==> src/rtl/mem_stage_pkg.sv <==
`default_nettype none
// ============================================================================
//  Module      : mem_stage_pkg
//  Description : Shared types and constants for the MEM pipeline stage.
//                Holds the stage FSM state encoding, the data/index widths
//                and the memory-timeout limit.
//  Revision    : 1.0 - initial release
// ============================================================================
package mem_stage_pkg;

    localparam int c_DATA_W    = 16;
    localparam int c_IDX_W     = 4;
    localparam int c_TIMEOUT_W = 8;

    // Number of REQ cycles without an acknowledge before the access is abandoned.
    localparam logic [c_TIMEOUT_W-1:0] c_TIMEOUT_LIMIT = 8'd255;

    // Value written into the read latch when an access times out.
    localparam logic [c_DATA_W-1:0] c_TIMEOUT_DATA = 16'hFFFF;

    typedef enum logic [1:0] {
        ST_IDLE = 2'd0,
        ST_REQ  = 2'd1,
        ST_DONE = 2'd2
    } state_e;

endpackage : mem_stage_pkg
`default_nettype wire

==> src/rtl/mem_wb.sv <==
`default_nettype none
// ============================================================================
//  Module      : mem_wb
//  Description : MEM/WB pipeline register. When load_en_i is high the
//                register either takes the incoming write-back fields or,
//                with bubble_i high, clears only the write enable so that a
//                no-op reaches write-back while index/data hold their values.
//  Ports       : Clk_i, Rst_i (async, active-low)
//                load_en_i, bubble_i          - update control
//                reg_write_i, index_i, data_i - incoming write-back fields
//                reg_write_o, index_o, data_o - registered MEM/WB fields
//  Revision    : 1.0 - initial release
// ============================================================================
module mem_wb
    import mem_stage_pkg::*;
(
    input  logic                Clk_i,
    input  logic                Rst_i,
    input  logic                load_en_i,
    input  logic                bubble_i,
    input  logic                reg_write_i,
    input  logic [c_IDX_W-1:0]  index_i,
    input  logic [c_DATA_W-1:0] data_i,
    output logic                reg_write_o,
    output logic [c_IDX_W-1:0]  index_o,
    output logic [c_DATA_W-1:0] data_o
);

    logic                reg_write_q, reg_write_d;
    logic [c_IDX_W-1:0]  index_q, index_d;
    logic [c_DATA_W-1:0] data_q, data_d;

    always_comb begin
        reg_write_d = reg_write_q;
        index_d     = index_q;
        data_d      = data_q;
        if (load_en_i) begin
            if (bubble_i) begin
                reg_write_d = 1'b0;
            end else begin
                reg_write_d = reg_write_i;
                index_d     = index_i;
                data_d      = data_i;
            end
        end
    end

    always_ff @(posedge Clk_i or negedge Rst_i) begin
        if (!Rst_i) begin
            reg_write_q <= 1'b0;
            index_q     <= '0;
            data_q      <= '0;
        end else begin
            reg_write_q <= reg_write_d;
            index_q     <= index_d;
            data_q      <= data_d;
        end
    end

    assign reg_write_o = reg_write_q;
    assign index_o     = index_q;
    assign data_o      = data_q;

endmodule : mem_wb
`default_nettype wire

==> src/rtl/mem_stage.sv <==
`default_nettype none
// ============================================================================
//  Module      : mem_stage
//  Description : MEM pipeline stage. ALU results pass to MEM/WB with one
//                cycle latency; loads and stores run a request/acknowledge
//                handshake (IDLE -> REQ -> DONE -> IDLE) while holding the
//                upstream pipeline with Stall_o.
//  Config      : MEM_TIMEOUT_EN - when defined, an access that sees no
//                acknowledge for c_TIMEOUT_LIMIT REQ cycles is abandoned,
//                returns 16'hFFFF and sets the sticky MemErr_o flag.
//                When undefined, REQ waits forever and MemErr_o is 0.
//  Ports       : Clk_i, Rst_i (async, active-low)
//                RegWrite2_i, MemotoReg2_i, MemWrite2_i, MemRead2_i,
//                Result2_i, DataIn2_i, RegWriteIndex2_i - EX/MEM inputs
//                MemAddr_o, MemWData_o, MemReq_o, MemWE_o, MemAck_i,
//                MemRData_i                              - memory port
//                Stall_o                                 - pipeline hold
//                RegWrite3_o, RegWriteIndex3_o, WriteData3_o - MEM/WB
//                MemErr_o                                - sticky timeout
//  Revision    : 1.0 - initial release
// ============================================================================
module mem_stage
    import mem_stage_pkg::*;
(
    input  logic                Clk_i,
    input  logic                Rst_i,
    input  logic                RegWrite2_i,
    input  logic                MemotoReg2_i,
    input  logic                MemWrite2_i,
    input  logic                MemRead2_i,
    input  logic [c_DATA_W-1:0] Result2_i,
    input  logic [c_DATA_W-1:0] DataIn2_i,
    input  logic [c_IDX_W-1:0]  RegWriteIndex2_i,
    output logic [c_DATA_W-1:0] MemAddr_o,
    output logic [c_DATA_W-1:0] MemWData_o,
    output logic                MemReq_o,
    output logic                MemWE_o,
    input  logic                MemAck_i,
    input  logic [c_DATA_W-1:0] MemRData_i,
    output logic                Stall_o,
    output logic                RegWrite3_o,
    output logic [c_IDX_W-1:0]  RegWriteIndex3_o,
    output logic [c_DATA_W-1:0] WriteData3_o,
    output logic                MemErr_o
);

    state_e              state_q, state_d;
    logic                req_q, req_d;
    logic                we_q, we_d;
    logic [c_DATA_W-1:0] addr_q, addr_d;
    logic [c_DATA_W-1:0] wdata_q, wdata_d;
    logic [c_DATA_W-1:0] rlat_q, rlat_d;

    logic                w_mem_op;
    logic                w_stall;
    logic                w_bubble;
    logic                w_timeout;
    logic [c_DATA_W-1:0] w_wb_data;

    assign w_mem_op = MemRead2_i | MemWrite2_i;

    // ------------------------------------------------------------------
    // FSM next-state and memory-port next values
    // ------------------------------------------------------------------
    always_comb begin
        state_d  = state_q;
        req_d    = req_q;
        we_d     = we_q;
        addr_d   = addr_q;
        wdata_d  = wdata_q;
        rlat_d   = rlat_q;
        w_stall  = 1'b0;
        w_bubble = 1'b0;
        case (state_q)
            ST_IDLE: begin
                if (w_mem_op) begin
                    // The instruction stays in EX/MEM; MEM/WB gets a no-op.
                    w_stall  = 1'b1;
                    w_bubble = 1'b1;
                    req_d    = 1'b1;
                    addr_d   = Result2_i;
                    wdata_d  = DataIn2_i;
                    // A read+write request is treated as a write.
                    we_d     = MemWrite2_i;
                    state_d  = ST_REQ;
                end
            end
            ST_REQ: begin
                w_stall  = 1'b1;
                w_bubble = 1'b1;
                // Acknowledge wins over a coincident timeout.
                if (MemAck_i) begin
                    rlat_d  = MemRData_i;
                    req_d   = 1'b0;
                    we_d    = 1'b0;
                    state_d = ST_DONE;
                end else if (w_timeout) begin
                    rlat_d  = c_TIMEOUT_DATA;
                    req_d   = 1'b0;
                    we_d    = 1'b0;
                    state_d = ST_DONE;
                end
            end
            ST_DONE: begin
                // Never issue from DONE: a following access goes via IDLE.
                state_d = ST_IDLE;
            end
            default: begin
                state_d = ST_IDLE;
            end
        endcase
    end

    always_ff @(posedge Clk_i or negedge Rst_i) begin
        if (!Rst_i) begin
            state_q <= ST_IDLE;
            req_q   <= 1'b0;
            we_q    <= 1'b0;
            addr_q  <= '0;
            wdata_q <= '0;
            rlat_q  <= '0;
        end else begin
            state_q <= state_d;
            req_q   <= req_d;
            we_q    <= we_d;
            addr_q  <= addr_d;
            wdata_q <= wdata_d;
            rlat_q  <= rlat_d;
        end
    end

    // ------------------------------------------------------------------
    // Optional access timeout
    // ------------------------------------------------------------------
`ifdef MEM_TIMEOUT_EN
    logic [c_TIMEOUT_W-1:0] cnt_q, cnt_d;
    logic [c_TIMEOUT_W-1:0] w_cnt_inc;
    logic                   err_q, err_d;

    // The incremented value equals the number of REQ cycles spent so far,
    // including the current one.
    assign w_cnt_inc = cnt_q + 8'd1;
    assign w_timeout = (state_q == ST_REQ) && (w_cnt_inc == c_TIMEOUT_LIMIT);

    always_comb begin
        cnt_d = cnt_q;
        err_d = err_q;
        if (state_q == ST_IDLE && state_d == ST_REQ) begin
            cnt_d = '0;
        end else if (state_q == ST_REQ) begin
            cnt_d = w_cnt_inc;
        end
        if (w_timeout && !MemAck_i) begin
            err_d = 1'b1;
        end
    end

    always_ff @(posedge Clk_i or negedge Rst_i) begin
        if (!Rst_i) begin
            cnt_q <= '0;
            err_q <= 1'b0;
        end else begin
            cnt_q <= cnt_d;
            err_q <= err_d;
        end
    end

    assign MemErr_o = err_q;
`else
    assign w_timeout = 1'b0;
    assign MemErr_o  = 1'b0;
`endif

    // ------------------------------------------------------------------
    // MEM/WB register
    // ------------------------------------------------------------------
    assign w_wb_data = (state_q == ST_DONE && MemotoReg2_i) ? rlat_q : Result2_i;

    // MEM is never held by a later stage, so MEM/WB updates every cycle.
    mem_wb u_mem_wb (
        .Clk_i       (Clk_i),
        .Rst_i       (Rst_i),
        .load_en_i   (1'b1),
        .bubble_i    (w_bubble),
        .reg_write_i (RegWrite2_i),
        .index_i     (RegWriteIndex2_i),
        .data_i      (w_wb_data),
        .reg_write_o (RegWrite3_o),
        .index_o     (RegWriteIndex3_o),
        .data_o      (WriteData3_o)
    );

    // Reset gates the hold so upstream stages are free while in reset.
    assign Stall_o    = w_stall & Rst_i;
    assign MemReq_o   = req_q;
    assign MemWE_o    = we_q;
    assign MemAddr_o  = addr_q;
    assign MemWData_o = wdata_q;

endmodule : mem_stage
`default_nettype wire

==> config.mk <==
export PLATFORM = sky130hd
export DESIGN_NAME = mem_stage
export DESIGN_NICKNAME = d
export VERILOG_FILES = /design/src/rtl/mem_stage_pkg.sv /design/src/rtl/mem_wb.sv /design/src/rtl/mem_stage.sv
export SDC_FILE = /design/constraint.sdc
export NUM_CORES = 1
export LEC_CHECK = 0
export ABC_CLOCK_PERIOD_IN_PS = 1600
export CAP_MARGIN = 10
export CORE_UTILIZATION = 30
export DETAILED_ROUTE_END_ITERATION = 8
export DONT_BUFFER_PORTS = 1
export GPL_TIMING_DRIVEN = 1
export SLEW_MARGIN = 20
export SYNTH_ARGS = -nofsm -noshare
export SYNTH_HDL_FRONTEND = slang
export SYNTH_HIERARCHICAL = 1
export SYNTH_SLANG_ARGS = --single-unit
==> constraint.sdc <==
create_clock -name Clk_i -period 1.6 [get_ports Clk_i]
set_input_delay 0.16 -clock Clk_i [delete_from_list [all_inputs] [get_ports Clk_i]]
set_output_delay 0.16 -clock Clk_i [all_outputs]
set_load 0.005 [all_outputs]
# Yosys cells after proc, flatten, opt, wreduce, memory -nomap -nowiden
# Cells that the tools add are included.
[classes] n_shift=0 n_addsub=0 eq_ne=4 reduce_logical=7 bitwise_logic=2 muxes=12 n_mul=0 div_mod_pow=0 n_lt_le_gt_ge=0
[ops] cell="2-to-1 mux 16 bit" n=1
[ops] cell="one-hot mux 1 bit (2 select lines)" n=3
[ops] cell="AND reduction 2 bit" n=3
[ops] cell="2-to-1 mux 1 bit" n=5
[ops] cell="2-to-1 mux 2 bit" n=2
[ops] cell="inequality test 2 bit (second input constant)" n=2
[ops] cell="one-hot mux 2 bit (2 select lines)" n=1
[ops] cell="AND reduction 3 bit" n=1
[ops] cell="== test 2 x 1 -> 1 bit (second input constant)" n=1
[ops] cell="== test 2 bit (second input constant)" n=1
[ops] cell="logical NOT 2 bit" n=1
[ops] cell="nonzero test 2 bit" n=1
[ops] cell="AND 1 bit" n=1
[ops] cell="logical AND 1 bit" n=1
[ops] cell="OR 1 bit" n=1
[word_totals] regBits=73 rom_bits=0 out_inout_bits=57 mem_bits_rw=0 elab_cells=34 in_bits=59 latchBits=0 memories=0

# Longest topological paths before layout
[depth] word_depth=4 depth_mapped=6 depth_no_buf=4

# By module
# Netlist, hierarchy kept.
[modules_own_cells] mod="mem_stage" cells_per_inst=143 n_inst=1 area_each_um2=2229.6
[modules_own_cells] mod="mem_wb" cells_per_inst=46 n_inst=1 area_each_um2=878.3

# Worst setup path before layout
# No wires, ideal clock.
[synth_timing] path_type="flip-flop to flip-flop" from="register state_q[0]" to="register u_mem_wb.data_q[0] (netlist: u_mem_wb/data_o[0])" t_required_ps=1475 period_less_slack_ps=1543 setup_slack_ps=57 stages_incl_launch_ff=7 path_buffers=2 arrival_ps=1417 cell_sequence="dfrtp_1 buf_2 nor3_1 nor2_1 nor2b_4 buf_8 mux2_4"
[synth_between] elab_cells_between_ends=6
[synth_lines] element="from (decl)" line_no="mem_stage.sv:47" text="state_e state_q, state_d;"
[synth_lines] element="from (signal assigned)" line_no="mem_stage.sv:123" text="state_q <= state_d;"
[synth_lines] element="== test 2 x 1 -> 1 bit or logical NOT 2 bit (tied branches)" line_no="mem_stage.sv:74" text="case (state_q)"
[synth_lines] element="one-hot mux 1 bit (2 select lines) (*)" line_no="mem_stage.sv:74"
[synth_lines] element="named net w_bubble" line_no="mem_stage.sv:56" text="logic w_bubble;"
[synth_lines] element="to (signal assigned)" line_no="mem_wb.sv:56" text="data_q <= data_d;"
[synth_lines] element="to (decl)" line_no="mem_wb.sv:31" text="logic [c_DATA_W-1:0] data_q, data_d;"
# The timed path passes the listed nets; every way through them passes the cells marked *.
# A chain may end at the register's enable or synchronous reset.

# Final worst setup path
[layout_timing] from="register state_q[0]" to="register addr_q[9] (netlist: MemAddr_o[9])"
[layout_between] elab_chain_len=2
[layout_rtl] element="logical NOT 2 bit" line_no="mem_stage.sv:74"
[layout_rtl] element="AND reduction 2 bit (no line)"
[layout_rtl] element="to (signal assigned)" line_no="mem_stage.sv:126" text="addr_q <= addr_d;"
[layout_rtl] element="to (decl)" line_no="mem_stage.sv:50" text="logic [c_DATA_W-1:0] addr_q, addr_d;"
# Every way passes these cells.

==> results.md <==
- Status: finished, violations left
- Failing checks: hold timing
- Register area share after synthesis: roughly three fifths
- Total CTS buffers: 9
- Max FO, Critical Path: 6
- Die ar.: roughly 11000 sq um
- CTS root buf: clkbuf_8
- Dominant cell type by area after synthesis: dfrtp_1
- Startpoint Class: flip-flop
- Io pins: roughly 120
- Mapped Area: between 3000 and 4000 sq um
- Worst Hold Class: in -> async
- Max-cap violations: 0
- Commonest cells after routing, fill and taps aside: dfrtp_1, mux2_2, dlygate4sd3_1, mux2_4, clkbuf_8
- WL/cell: ~17 microns
- Yosys reg bits: 73
- Starting Density: between 30% and 40%
- Port bufs: 0
- Setup TNS: 0 ps
- H-tree levels: 3
- Share of layout cells above drive strength 1: approximately 44%
- Row cnt: 36
- Global route overflow: 0
- Post-synth top flop: dfrtp_1
- Fin. max-slew vios: 0
- Die X-Extent: just over 100 microns
- TritonCTS clock tree: done
- Avg Vias per Cell: between 4 and 5
- Leak: roughly 1.8 nW
- Post-DP HPWL: just over 4000 microns
- # setup viols final: 0
- Hold_ws: -492 ps
- Reg clk slew, reported paths: around 80 ps
- Cell variety after synth: 25
- Async SR Flop Fraction: 100%
- Vias in the first global route: 1985
- Ant diodes: 0
- RSZ-0062 raised after global routing: no
- Most common cell after layout, fill and taps aside: dfrtp_1
- Setup crit end kind: flip-flop
- Routed wire length: 6570 microns
- Worst Path Class, Setup: reg -> reg
- 1st-pass router iterations: 4
- Final nets: about 320
- Final worst path period need: ~1500 ps
- Average size of a mapped cell: 16.4 sq um
- Area after DPL: 3250 sq um
- Synth warn: 6
- GRT Resource Usage Total: ~13%
- Top cells by area, synth: dfrtp_1, mux2_2, mux2_4
- CTS Hold Bufs: 54
- Initial antenna violation count: 0
- EDFF count, synth: 0
- Data required, critical path: roughly 1800 ps
- Post-Layout Inst Area: 4080 sq um
- Initial DRC count: between 40 and 50
- Peak Freq: about 650 MHz
- DIE HEIGHT: a little over 100 microns
- Clk buf depth: 2
- Mapped Cells: 189
- DR DRC count: 0
- Routed vias: 1738
- VDD IR max: slightly below 0.8 mV
- Post-route ant nets: 0
- Worst EP arrival: 1760 ps
- Tcrit/Tclk final: approximately 96%
- Worst Clk Skew: between 5 and 6 ps
- Final GP Congestion: around 0.7
- First-pass GRT wire length: 10600 microns
- Worst-Skew Late Latency: around 340 ps
- Area delta synth->final: 31.4%
- Final hold vios: 73
- Power Total: approximately 6.7 mW
- Largest net degree at the start of global routing: 75
- Clock sink count: between 70 and 80
- Synth top area share: 58.8%
- Total core area: a little under 10000 sq um
- Pwr dens: between 1500 and 2000 nW/um^2
layout make-up:
cell class | instances | area (sq um)
Inverter | 5 | 18.8
Clock buffer | 11 | 151
Fill cell | 925 | 5830
Multi-Input combinational cell | 103 | 1170
Timing Repair Buffer | 64 | 671
Clock inverter | 5 | 77.6
Sequential cell | 73 | 1830
Tap cell | 133 | 166
flip-flops by register name, summed over array words and instances, names as in the netlist:
| signal | count |
|---|---|
| rlat_q | 16 |
| MemReq_o | 1 |
| MemWData_o | 16 |
| MemAddr_o | 16 |
| MemWE_o | 1 |
| u_mem_wb/reg_write_o | 1 |
| state_q | 2 |
| u_mem_wb/data_o | 16 |
| u_mem_wb/index_o | 4 |
critical path, cell delays in order, from the launching register on:
cell and delay, ps:
dfrtp_1 410, buf_4 180, nor3_4 160, buf_4 150, buf_4 160, mux2_2 350
synthesized netlist by cell type, types with 2 or more instances:
cell     count
buf_6        5
o21ai_0      2
mux2_2      63
inv_1        4
nor2_1       2
mux2_1       2
conb_1       2
mux2_4      19
buf_8        2
dfrtp_1     73
report_power, final:
group          leakage, nW  internal [mW]  switching (mW)
Clock                0.115          0.958           0.680
Combinational        0.791           1.15           0.505
Sequential           0.855           2.74           0.646
path summary, 6_finish.rpt:
path / start / endpoint / slack, ps / cells past startpoint
max: state_q[0] / MemAddr_o[9] / 60 / 5
min: Rst_i / MemWData_o[2] / -490 / 0
max reg2reg: state_q[0] / MemAddr_o[9] / 60 / 5
min reg2reg: rlat_q[6] / rlat_q[6] / 500 / 1
max in group asynchronous: Rst_i / rlat_q[0] / 1930 / 0
min in group Clk_i: MemWrite2_i / MemWE_o / 80 / 2
cell families (layout without fill, tap and decap cells):
logic type | Yosys count | count (layout) | share of synthesized area (%)
multiplexers | 84 | 84 | 32.7
flip-flops | 73 | 73 | 58.8
buffers and inverters | 14 | 85 | 3.78
AND/OR/NAND/NOR | 10 | 10 | 3.18
AO/OA/AOI/OAI | 6 | 6 | 1.29
other | 2 | 3 | 0.242
metal layers:
| metal | share of wire [%] | track usage, % |
|---|---|---|
| met5 | 0 | 0 |
| met4 | 1.7 | 5.10 |
| met3 | 6.9 | 4.47 |
| met2 | 50 | 23.3 |
| met1 | 41 | 13.6 |
through the flow:
| step | std cells | worst slack, ps | util, % |
|---|---|---|---|
| final | 394 | 59.6 | 41.2 |
| after global routing | 394 | 12.2 | 41.2 |
| after CTS | 390 | 19.6 | 40.6 |
| after detailed placement | 320 | -26.6 | 32.8 |
| after global placement | 320 | 55.9 | 32.8 |
| after floorplan | 190 | 57.5 | - |
repair_timing:
action                                  4_1_cts  5_1_grt
pin swaps                                     0        1
resized for setup                             1        0
hold endpoints to repair                    127       73
setup buffers                                 0        3
cloned                                        0        1
endpoints found under the setup margin       11       29
No activity file was read; power rests on OpenSTA's default activity.
